### src/rtl/alu_pkg.sv
// Shared ALU definitions: opcode width, loader states, opcodes.
// Used by the operand loader, the ALU and the bench.
package alu_pkg;

    localparam int OPBITS = 4;

    typedef enum logic [1:0] {
        S_A    = 2'b00,
        S_B    = 2'b01,
        S_OP   = 2'b10,
        S_DONE = 2'b11
    } ld_state_t;

    localparam logic [OPBITS-1:0] OP_ADD = 4'd0;
    localparam logic [OPBITS-1:0] OP_SUB = 4'd1;
    localparam logic [OPBITS-1:0] OP_AND = 4'd2;
    localparam logic [OPBITS-1:0] OP_OR  = 4'd3;
    localparam logic [OPBITS-1:0] OP_NOT = 4'd4;
    localparam logic [OPBITS-1:0] OP_XOR = 4'd5;
    localparam logic [OPBITS-1:0] OP_SRL = 4'd6;
    localparam logic [OPBITS-1:0] OP_SLL = 4'd7;
    localparam logic [OPBITS-1:0] OP_SRA = 4'd8;
    localparam logic [OPBITS-1:0] OP_SLA = 4'd9;

endpackage

### src/rtl/sync_rise.sv
// Two-flop synchronizer with history flop; emits a one-cycle
// pulse on each rising edge of the synchronized level.
module sync_rise (
    input  logic clk,
    input  logic rst_n,
    input  logic d_i,
    output logic pulse_o
);

    logic s1_q;
    logic s2_q;
    logic hist_q;

    // Flops reset high so a level held through reset gives no pulse.
    always_ff @(posedge clk or negedge rst_n) begin
        if (!rst_n) begin
            s1_q   <= 1'b1;
            s2_q   <= 1'b1;
            hist_q <= 1'b1;
        end else begin
            s1_q   <= d_i;
            s2_q   <= s1_q;
            hist_q <= s2_q;
        end
    end

    assign pulse_o = s2_q & ~hist_q;

endmodule

### src/rtl/alu_operand_loader.sv
// Operand-entry stage: sequences A, B and opcode capture from a
// shared switch bus, one load press per field.
module alu_operand_loader
    import alu_pkg::*;
#(
    parameter int Nbits  = 5,
    parameter int OPbits = OPBITS
) (
    input  logic              clk,
    input  logic              rst_n,
    input  logic [Nbits-1:0]  sw,
    input  logic              load_btn,
    input  logic              clear_btn,
    output logic [Nbits-1:0]  A,
    output logic [Nbits-1:0]  B,
    output logic [OPbits-1:0] ALUop,
    output logic              valid,
    output logic [1:0]        stage
);

    if (Nbits < OPbits) begin : g_width_chk
        $fatal(1, "alu_operand_loader: Nbits must be >= OPbits");
    end

    logic load_p;
    logic clear_p;

    sync_rise u_load_sync (
        .clk     (clk),
        .rst_n   (rst_n),
        .d_i     (load_btn),
        .pulse_o (load_p)
    );

    sync_rise u_clear_sync (
        .clk     (clk),
        .rst_n   (rst_n),
        .d_i     (clear_btn),
        .pulse_o (clear_p)
    );

    ld_state_t         state_q, state_d;
    logic [Nbits-1:0]  a_q, a_d;
    logic [Nbits-1:0]  b_q, b_d;
    logic [OPbits-1:0] op_q, op_d;
    logic              valid_q, valid_d;

    // Next-state and operand capture; clear overrides load.
    always_comb begin
        state_d = state_q;
        a_d     = a_q;
        b_d     = b_q;
        op_d    = op_q;
        valid_d = valid_q;
        if (clear_p) begin
            state_d = S_A;
            a_d     = '0;
            b_d     = '0;
            op_d    = '0;
            valid_d = 1'b0;
        end else if (load_p) begin
            unique case (state_q)
                S_A: begin
                    a_d     = sw;
                    state_d = S_B;
                end
                S_B: begin
                    b_d     = sw;
                    state_d = S_OP;
                end
                S_OP: begin
                    op_d    = sw[OPbits-1:0];
                    valid_d = 1'b1;
                    state_d = S_DONE;
                end
                S_DONE: begin
                    a_d     = sw;
                    valid_d = 1'b0;
                    state_d = S_B;
                end
                default: state_d = S_A;
            endcase
        end
    end

    // State, operand and valid registers.
    always_ff @(posedge clk or negedge rst_n) begin
        if (!rst_n) begin
            state_q <= S_A;
            a_q     <= '0;
            b_q     <= '0;
            op_q    <= '0;
            valid_q <= 1'b0;
        end else begin
            state_q <= state_d;
            a_q     <= a_d;
            b_q     <= b_d;
            op_q    <= op_d;
            valid_q <= valid_d;
        end
    end

    assign A     = a_q;
    assign B     = b_q;
    assign ALUop = op_q;
    assign valid = valid_q;
    assign stage = state_q;

endmodule

### config.mk
export PLATFORM = sky130hd
export DESIGN_NAME = alu_operand_loader
export DESIGN_NICKNAME = d
export VERILOG_FILES = /design/src/rtl/alu_pkg.sv /design/src/rtl/sync_rise.sv /design/src/rtl/alu_operand_loader.sv
export SDC_FILE = /design/constraint.sdc
export NUM_CORES = 1
export LEC_CHECK = 0
export CORE_ASPECT_RATIO = 0.75
export CORE_MARGIN = 2
export CORE_UTILIZATION = 40
export DETAILED_ROUTE_END_ITERATION = 16
export GPL_ROUTABILITY_DRIVEN = 0
export PLACE_DENSITY = 0.69
export SYNTH_ARGS = -nofsm -noshare
export SYNTH_HDL_FRONTEND = slang
export SYNTH_SLANG_ARGS = --single-unit
### constraint.sdc
create_clock -name clk -period 1.35 [get_ports clk]
set_input_delay 0.27 -clock clk [delete_from_list [all_inputs] [get_ports clk]]
set_output_delay 0.27 -clock clk [all_outputs]
set_load 0.01 [all_outputs]
==> flow_summary_export.csv, run 1 <==
group,metric,value,unit
cts,cts_buffer_depth,2,
logic_synthesis,yosys-top-cells-count,"17 x dfrtp_1, 14 x nand3_1, 10 x o21ai_0",
logic_synthesis,synth_cells,76,
global_routing,grt_overflow,0,
logic_synthesis,syn_nets,88,
global_routing,grt_first_pass_wirelength,2860,um
detailed_routing,vias,680,
final_layout,syn2layout_area_growth,43.8,%
setup_path,path_buf_inv,0,
hold_path,min_path_type,"in -> async",
logic_synthesis,synth-seq-area-share,63.1,%
global_routing,track_usage,14.8,%
setup_path,cp.required,1600,ps
logic_synthesis,synth_edf_count,0,
sta,period_needed,1300,ps
setup_path,slowest_delay,630,ps
die,die_w,59.5,um
logic_synthesis,yosysMostFrequentCell,"dfrtp_1",
run_status,outcome,"finished clean",
global_routing,grt_pass1_vias,650,
logic_synthesis,netlist_area,925,um^2
final_layout,drive_gt1_share,27.5,%
final_layout,seq_area,583,um^2
global_routing,grt_max_degree,24,
sta,slew_violations,0,
detailed_routing,drc,0,
power,p_leak,0.669,nW
cts,cts.sinks,23,
setup_path,cp_cell_sequence,"nor2b_4, mux2_4, nor2_2",
power,power,1.52,mW
detailed_routing,viasPerCell,5.07,
sta,relSlewSlack,82.3,%
setup_path,crit_family,"flip-flops",
placed_design,dp.cells,127,
sta,hold_violations,0,
final_layout,fin_nets,122,
logic_synthesis,synth_top_area_cell,"dfrtp_1",
power,powerDensity,1140,nW/um^2
logic_synthesis,yosysWarningCount,0,
die,ios,26,
setup_path,startpoint_type,"register",
detailed_routing,routed_wl,1860,um
cts,clkTransAtPathRegs,120,ps
logic_synthesis,synthArstFlopShare,100,%
cts,holdBufCountCts,0,
logic_synthesis,synth_top_area_share,46.0,%
final_layout,instances_no_fill,134,
logic_synthesis,syn_area_per_cell,12.2,um^2
logic_synthesis,ys.flop_type,"dfrtp_1",
logic_synthesis,synthDistinctLibCells,20,
logic_synthesis,synthTopCellsByArea,"dfrtp_1 46%, dfstp_2 17%, nand3_1 7.6%",
detailed_routing,ant_nets,0,
placed_design,port_buffers,25,
cts,tritoncts,"yes",
cts,cts-root-buf,"clkbuf_4",
setup_path,arrival,1560,ps
die,initial_core_util,41.1,%
final_layout,antenna_cells,0,
power,ir_worst_vdd,0.560,mV
final_layout,multiInputGateArea,354,um^2
placed_design,dp_hpwl,1270,um
sta,max_freq,0.769,GHz
setup_path,end_kind,"register",
die,core,2250,um^2
detailed_routing,firstDrtPassIters,2,
die,die_h,45.6,um
cts,clkLatencyLatePin,310,ps
detailed_routing,drt_iter0_drc,21,
sta,grt_setup_unrepaired,"true",
global_routing,antenna_found_initial,0,
cts,htreeDepth,1,
setup_path,critPathMaxFanout,5,
sta,setup_viol,0,
detailed_routing,routedWlPerCell,13.9,um
sta,skew,6.55,ps
cts,cts_buffers,3,
die,row_count,15,
setup_path,worst-setup-path-type,"reg -> reg",
final_layout,fill_cells,214,
sta,period_share,96.3,%
setup_path,crit_slowest_cell,"dfstp_2",
logic_synthesis,ys_seq_elements,23,
sta,tightest_slew,265,ps
job,maxCapViolCount,0,
die,die-area,2720,um^2
## layout make-up
type                       instances  area share (%)
sequential                        23            43.8
clock buffer                       4            1.98
multi-input combinational         47            26.6
timing repair buffer              32            24.2
tap                               25            2.35
inverter                           3            1.03
## cells in the final DEF (no fill, tap or decap)
cell type        count
o21ai_1              4
nand2_1              5
nand3_2              5
inv_4                1
inv_1                2
nor2b_1              1
o21ai_2              2
buf_4                1
clkdlybuf4s50_1      8
nor2_1               1
ha_1                 2
dlygate4sd2_1       17
clkbuf_1             1
a221oi_1             1
nor2_2               1
dfstp_2              6
buf_6                4
nand3b_1             1
buf_12               2
dfrtp_1             17
nand2b_1             1
nor2b_4              1
nand3_1              9
ha_4                 1
o21ai_0              9
nand3b_4             2
clkbuf_4             3
mux2_4               1
## metal layers
metal  GRT usage, %  share of wire, %  vias to the layer above
li1               -                 -                      333
met1           19.2                45                      327
met2           22.9                49                       18
met3           6.25               5.4                        2
met4           4.00              0.65                        0
met5              0                 0                        -
## kinds of logic (layout without fill, tap and decap cells)
group	Yosys count	after routing	synth area share, %
compound gates	16	16	9.07
mux	1	1	1.62
simple gates	27	27	17.7
fa+ha+maj	3	3	4.06
buf+inv	6	39	4.47
flops	23	23	63.1
## worst paths after layout
check                                      start           endpoint  slack (ps)  depth (start not counted)
worst max register to register  u_load_sync.s2_q           stage[0]          50                          3
max in group asynchronous                  rst_n  u_clear_sync.s2_q         840                          2
min in group clk                       clear_btn  u_clear_sync.s1_q         350                          1
worst max-delay path            u_load_sync.s2_q           stage[0]          50                          3
worst min-delay path                       rst_n           ALUop[3]         280                          2
worst min register to register  u_load_sync.s1_q   u_load_sync.s2_q         360                          0
## what timing repair did
item	4_1_cts	5_1_grt
pin swaps	0	6
setup endpoints to repair	17	12
buffers inserted	2	1
gates resized for setup	17	16
## flip-flops by register name, summed over array words and instances, names as in the netlist
name and flops:
u_clear_sync.s2_q 1, u_clear_sync.s1_q 1, u_load_sync.s2_q 1, valid 1, u_load_sync.s1_q 1, u_clear_sync.hist_q 1
ALUop 4, B 5, u_load_sync.hist_q 1, A 5, stage 2
## worst register-to-register path: stages (launching register included)
cell and delay, ps:
dfstp_2 630, nor2b_4 220, mux2_4 320, nor2_2 80
## per-stage QoR
step / setup TNS (ps) / setup WS, ps / hold slack (ps) / area (um^2) / util, %
finish: 0 / 49.5 / 284 / 1330 / 59.1
global placement: 0 / 128 / 346 / 1230 / 54.7
global route: -24.7 / -17.5 / 285 / 1330 / 59.1
CTS: 0 / 20.3 / 278 / 1250 / 55.6
floorplan: 0 / 123 / -25.6 / 925 / -
detailed placement: 0 / 103 / 347 / 1230 / 54.7
## where the power goes
part	total, mW	internal, mW	switching (mW)	leakage [nW]
Combinational	0.389	0.204	0.185	0.362
Sequential	0.815	0.768	0.0470	0.292
Clock	0.315	0.115	0.200	0.0150
Total	1.52	1.09	0.432	0.669
Note: power is estimated with default switching activity, not from simulation.
==> inputs of run 2 (changes only) <==
Settings changed: CORE_MARGIN 2 to 3, SLEW_MARGIN from default to 30, TNS_END_PERCENT from default to 50.
==> run 2 against run 1 <==
- the flow now finishes with violations (negative setup slack)
- utilization increased by 5.0 points
- sequential share of layout area decreased by 0.53 points
- global-route usage decreased by 0.95 points
- largest cell class unchanged
- final cell count increased by 3.0%
- final area increased by 1.2%
- clock skew about the same
==> flow_summary_export.csv, run 2 (synthesis gave the netlist of run 1 again) <==
group,metric,value,unit
die,row_count,14,
sta,grt_setup_unrepaired,"true",
power,p_leak,0.683,nW
setup_path,slowest_delay,410,ps
run_status,violations,"negative setup slack",
detailed_routing,viasPerCell,5.02,
global_routing,antenna_found_initial,0,
detailed_routing,drc,0,
final_layout,mostFrequentLayoutCell,"dfrtp_1",
run_status,outcome,"finished, violations left",
detailed_routing,firstDrtPassIters,4,
placed_design,dp_slack,91.7,ps
final_layout,antenna_cells,0,
global_routing,grt_pass1_vias,599,
setup_path,arrival,1600,ps
sta,slew_violations,0,
placed_design,dp.cells,126,
detailed_routing,ant_nets,0,
global_routing,grt_overflow,0,
placed_design,dp_hpwl,1270,um
setup_path,crit_family,"buffers and inverters",
sta,period_share,101,%
final_layout,fill_cells,171,
final_layout,mostFrequentLayoutCells,"17 x dfrtp_1, 16 x dlygate4sd2_1, 14 x nand3_1",
global_routing,grt_max_degree,24,
final_layout,fin_nets,127,
final_layout,final_util,64.0,%
detailed_routing,routed_wl,1910,um
cts,htreeDepth,1,
setup_path,path_buf_inv,3,
setup_path,startpoint_type,"register",
power,ir_worst_vdd,0.641,mV
setup_path,reg2reg_to,"A[1]",
detailed_routing,vias,693,
cts,tritoncts,"yes",
job,maxCapViolCount,0,
die,die_h,47.6,um
placed_design,port_buffers,25,
final_layout,instances_no_fill,138,
cts,cts.sinks,23,
die,die_w,61.5,um
setup_path,critPathMaxFanout,5,
die,core,2100,um^2
cts,cts_buffers,3,
sta,setup_ws,-10.0,ps
sta,max_freq,0.735,GHz
power,powerDensity,1150,nW/um^2
hold_path,min_path_type,"in -> async",
setup_path,crit_slowest_cell,"dfrtp_1",
sta,relSlewSlack,78.4,%
sta,setup_viol,2,
global_routing,track_usage,13.8,%
setup_path,cp.required,1590,ps
cts,holdBufCountCts,0,
setup_path,rrSetupSlack,-10,ps
die,initial_core_util,44.0,%
global_routing,grt_first_pass_wirelength,2820,um
die,ios,26,
setup_path,ff2ff_path_depth,6,
sta,tightest_slew,324,ps
setup_path,r2r_start,"stage[1]",
setup_path,cp_cell_sequence,"buf_6, ha_4, nand3b_1, buf_6, buf_4, o21ai_2",
sta,skew,6.62,ps
sta,period_needed,1360,ps
setup_path,crit_top_cell,"buf_6",
cts,cts-root-buf,"clkbuf_4",
cts,cts_buffer_depth,2,
sta,hold_violations,0,
detailed_routing,drt_iter0_drc,23,
die,die-area,2930,um^2
final_layout,drive_gt1_share,28.1,%
setup_path,end_kind,"register",
cts,clkTransAtPathRegs,120,ps
setup_path,worst-setup-path-type,"reg -> reg",
detailed_routing,routedWlPerCell,13.8,um
final_layout,syn2layout_area_growth,45.6,%
setup_path,cp-startpoint,"stage[1]",
cts,clkLatencyLatePin,310,ps
sta,finalSetupTns,-18.4,ps
[run 2: changes by cell type in the layout (fill, tap and decap cells not counted), sizes merged]
cell,before,now
buf,7,13
dlygate4sd2,17,16
[run 2: worst register-to-register path, stage by stage, from the launching register on]
cell and delay [ps]:
dfrtp_1 410, buf_6 140, ha_4 250, nand3b_1 120, buf_6 160, buf_4 130, o21ai_2 90
[run 2: repair_timing]
action                                  CTS  global route
buffers inserted                          2             6
pin swaps                                 0             2
endpoints found under the setup margin   17            16
cloned                                    0             0
resized for setup                        18            15
[run 2: how the worst max path moves through the flow]
stage                     to  slack, ps  depth (start not counted)
floorplan               A[0]        120                          6
global placement    stage[1]        100                          6
detailed placement      A[0]         90                          6
CTS                 stage[1]          3                          7
global route        stage[1]        -80                          7
finish                  A[1]        -10                          6
[run 2: area by class of cell]
class                           count  area (um^2)  area share, %
Tap cell                           24         30.0           2.23
Timing Repair Buffer               37          349           25.9
Sequential cell                    23          583           43.3
Clock buffer                        4         26.3           1.95
Inverter                            3         13.8           1.02
Multi-Input combinational cell     47          344           25.6
[run 2: layer usage]
layer / global-route usage (%) / routed length [um] / vias up
met2: 19.2 / 868 / 22
met5: 0 / 0 / -
met1: 19.9 / 899 / 329
met3: 5.66 / 129 / 2
met4: 3.81 / 10 / 0
li1: - / - / 340
[run 2: where the power goes]
part / internal, mW / switching [mW] / total, mW / leakage [nW]
logic: 0.230 / 0.199 / 0.429 / 0.376
registers: 0.768 / 0.0418 / 0.810 / 0.292
clock network: 0.115 / 0.194 / 0.309 / 0.0150
total: 1.11 / 0.435 / 1.55 / 0.683
[run 2: stage by stage]
step | hold WS, ps | instance area [um^2] | total power [mW]
after floorplan | -25.6 | 925 | 0.980
after CTS | 291 | 1240 | 1.47
final | 292 | 1350 | 1.55
after global routing | 285 | 1350 | 1.64
after global placement | 347 | 1220 | 1.18
after detailed placement | 348 | 1220 | 1.19
==> inputs of run 3 (changes only) <==
Settings changed: PLACE_DENSITY 0.69 to 0.68, SYNTH_HIERARCHICAL from default to 1.
==> run 3 against run 2 <==
- utilization down 7.0 points
- non-clock buffer count down 7
- synthesized area up 9.2%
- critical path depth down 2
- the flow now finishes without violations
- largest power group unchanged
- clock skew down 3.8 ps
- critical endpoint is now A[0]
- wire length down 6.2%
- clock power up 4%
- first-iteration DRC count down 17%
==> flow_summary_export.csv, run 3 <==
group,metric,value,unit
run_status,outcome,"finished clean",
cts,cts-root-buf,"clkbuf_4",
sta,grt_setup_unrepaired,"true",
logic_synthesis,synth_top_area_cell,"dfrtp_1",
setup_path,arrival,1530,ps
detailed_routing,ant_nets,0,
cts,clkTransAtPathRegs,120,ps
setup_path,worst-setup-path-type,"reg -> reg",
detailed_routing,firstDrtPassIters,3,
global_routing,grt_first_pass_wirelength,3160,um
placed_design,placed_cell_area,1320,um^2
die,initial_core_util,43.0,%
cts,cts_buffer_depth,2,
setup_path,end_kind,"register",
logic_synthesis,yosys-top-cells-count,"20 x nand2b_1, 17 x dfrtp_1, 14 x mux2i_1",
die,die_w,64.0,um
detailed_routing,viasPerCell,4.43,
setup_path,startpoint_type,"register",
logic_synthesis,synthArstFlopShare,100,%
cts,cts.sinks,23,
final_layout,syn2layout_area_growth,32.6,%
die,die_h,49.5,um
final_layout,antenna_cells,0,
final_layout,fin_area,1340,um^2
global_routing,grt_overflow,0,
global_routing,track_usage,13.0,%
sta,slew_violations,0,
setup_path,r2r_start,"stage[1]",
sta,setup_ws,61.4,ps
cts,tritoncts,"yes",
die,core,2350,um^2
sta,relSlewSlack,86.3,%
global_routing,grt_pass1_vias,661,
final_layout,fin_nets,120,
logic_synthesis,synth-seq-area-share,57.7,%
setup_path,reg2reg_to,"A[0]",
sta,hold_violations,0,
power,ir_worst_vdd,0.576,mV
final_layout,drive_gt1_share,17.8,%
setup_path,ff2ff_path_depth,4,
detailed_routing,vias,624,
placed_design,port_buffers,25,
final_layout,final_util,57.1,%
cts,htreeDepth,1,
detailed_routing,drc,0,
logic_synthesis,ys_seq_elements,23,
logic_synthesis,yosysWarningCount,6,
logic_synthesis,yosysMostFrequentCell,"nand2b_1",
logic_synthesis,synth_top_area_share,42.1,%
cts,clkLatencyLatePin,310,ps
sta,max_freq,0.776,GHz
die,row_count,15,
die,die-area,3170,um^2
detailed_routing,routedWlPerCell,12.7,um
logic_synthesis,synth_edf_count,0,
job,maxCapViolCount,0,
sta,tightest_slew,205,ps
logic_synthesis,ys.flop_type,"dfrtp_1",
logic_synthesis,netlist_area,1010,um^2
hold_path,min_path_type,"in -> async",
final_layout,mostFrequentLayoutCells,"20 x nand2b_1, 17 x dfrtp_1, 17 x dlygate4sd2_1",
power,powerDensity,1070,nW/um^2
detailed_routing,routed_wl,1790,um
cts,cts_buffers,3,
global_routing,grt_max_degree,24,
die,ios,26,
logic_synthesis,synthDistinctLibCells,17,
placed_design,dp_slack,97.3,ps
global_routing,antenna_found_initial,0,
sta,period_needed,1290,ps
setup_path,critPathMaxFanout,6,
sta,timing.hold.ws,288,ps
logic_synthesis,syn_area_per_cell,13.1,um^2
final_layout,mostFrequentLayoutCell,"nand2b_1",
logic_synthesis,syn_nets,89,
sta,period_share,95.4,%
placed_design,dp_hpwl,1290,um
power,p_leak,0.703,nW
sta,setup_viol,0,
logic_synthesis,synthTopCellsByArea,"dfrtp_1 42%, dfstp_2 16%, mux2i_1 14%",
setup_path,rrSetupSlack,60,ps
setup_path,cp.required,1590,ps
final_layout,fill_cells,220,
sta,skew,2.86,ps
logic_synthesis,synth_cells,77,
detailed_routing,drt_iter0_drc,19,
## run 3: cell types whose count changed after synthesis, moves of 5 or more
| cell | before | now |
|---|---|---|
| mux2i_1 | 0 | 14 |
| nand2_1 | 5 | 0 |
| nand2b_1 | 1 | 20 |
| nand3_1 | 14 | 0 |
| o21ai_0 | 10 | 0 |
| o21ai_1 | 5 | 0 |
## run 3: worst max-delay path by stage
| stage | startpoint | depth (start not counted) | slack [ps] | to |
|---|---|---|---|---|
| 2_1_floorplan | u_load_sync/s2_q | 5 | 140 | ALUop[0] |
| 3_3_place_gp | u_load_sync/s2_q | 3 | 140 | ALUop[0] |
| 3_5_place_dp | u_load_sync/s2_q | 3 | 100 | ALUop[1] |
| 4_1_cts | stage[1] | 4 | 40 | A[0] |
| 5_1_grt | stage[0] | 5 | -20 | stage[1] |
| 6_report | stage[1] | 4 | 60 | A[0] |
## run 3: area by class of cell
cell class	count	area (um^2)	share of cell area, %
Inverter	2	7.51	0.561
Sequential cell	23	583	43.6
Clock buffer	4	26.3	1.96
Timing Repair Buffer	30	292	21.8
Multi-Input combinational cell	48	388	29.0
Tap cell	34	42.5	3.18
## run 3: worst max-delay path, cell delays in order (launching register included)
cell	delay (ps)
dfrtp_1	410
buf_4	150
ha_1	280
nand2_2	170
mux2i_1	220
## run 3: timing repair
| action | 4_1_cts | 5_1_grt |
|---|---|---|
| resized for setup | 17 | 0 |
| hold buffers | 0 | 0 |
| buffers inserted | 2 | 0 |
| pin swaps | 0 | 1 |
| setup endpoints to repair | 17 | 4 |
## run 3: cell families after synthesis
logic type	synth area share [%]
AO/OA/AOI/OAI	1.74
buffers and inverters	3.84
AND/OR/NAND/NOR	19.1
adder cells (fa/ha/maj)	3.72
multiplexers	13.9
flip-flops	57.7
## run 3: metrics by stage
step                      instances  setup TNS, ps  power [mW]
after floorplan                  77              0       0.970
after global placement          135              0        1.15
after detailed placement        135              0        1.16
after CTS                       141              0        1.46
after global routing            141          -58.9        1.52
final                           141              0        1.43
## run 3: power breakdown
group | switching [mW] | internal, mW | total (mW)
registers | 0.0339 | 0.763 | 0.797
logic | 0.147 | 0.169 | 0.316
clock network | 0.204 | 0.116 | 0.320
total | 0.385 | 1.05 | 1.43
## run 3: layer usage
layer  share of wire, %  wire, um  vias to the layer above  global-route usage (%)
li1                   -         -                      309                       -
met1                 49       872                      296                    19.3
met2                 45       807                       16                    18.9
met3                5.4        96                        3                    4.10
met4               0.67        12                        0                    2.15
met5                  0         0                        -                       0
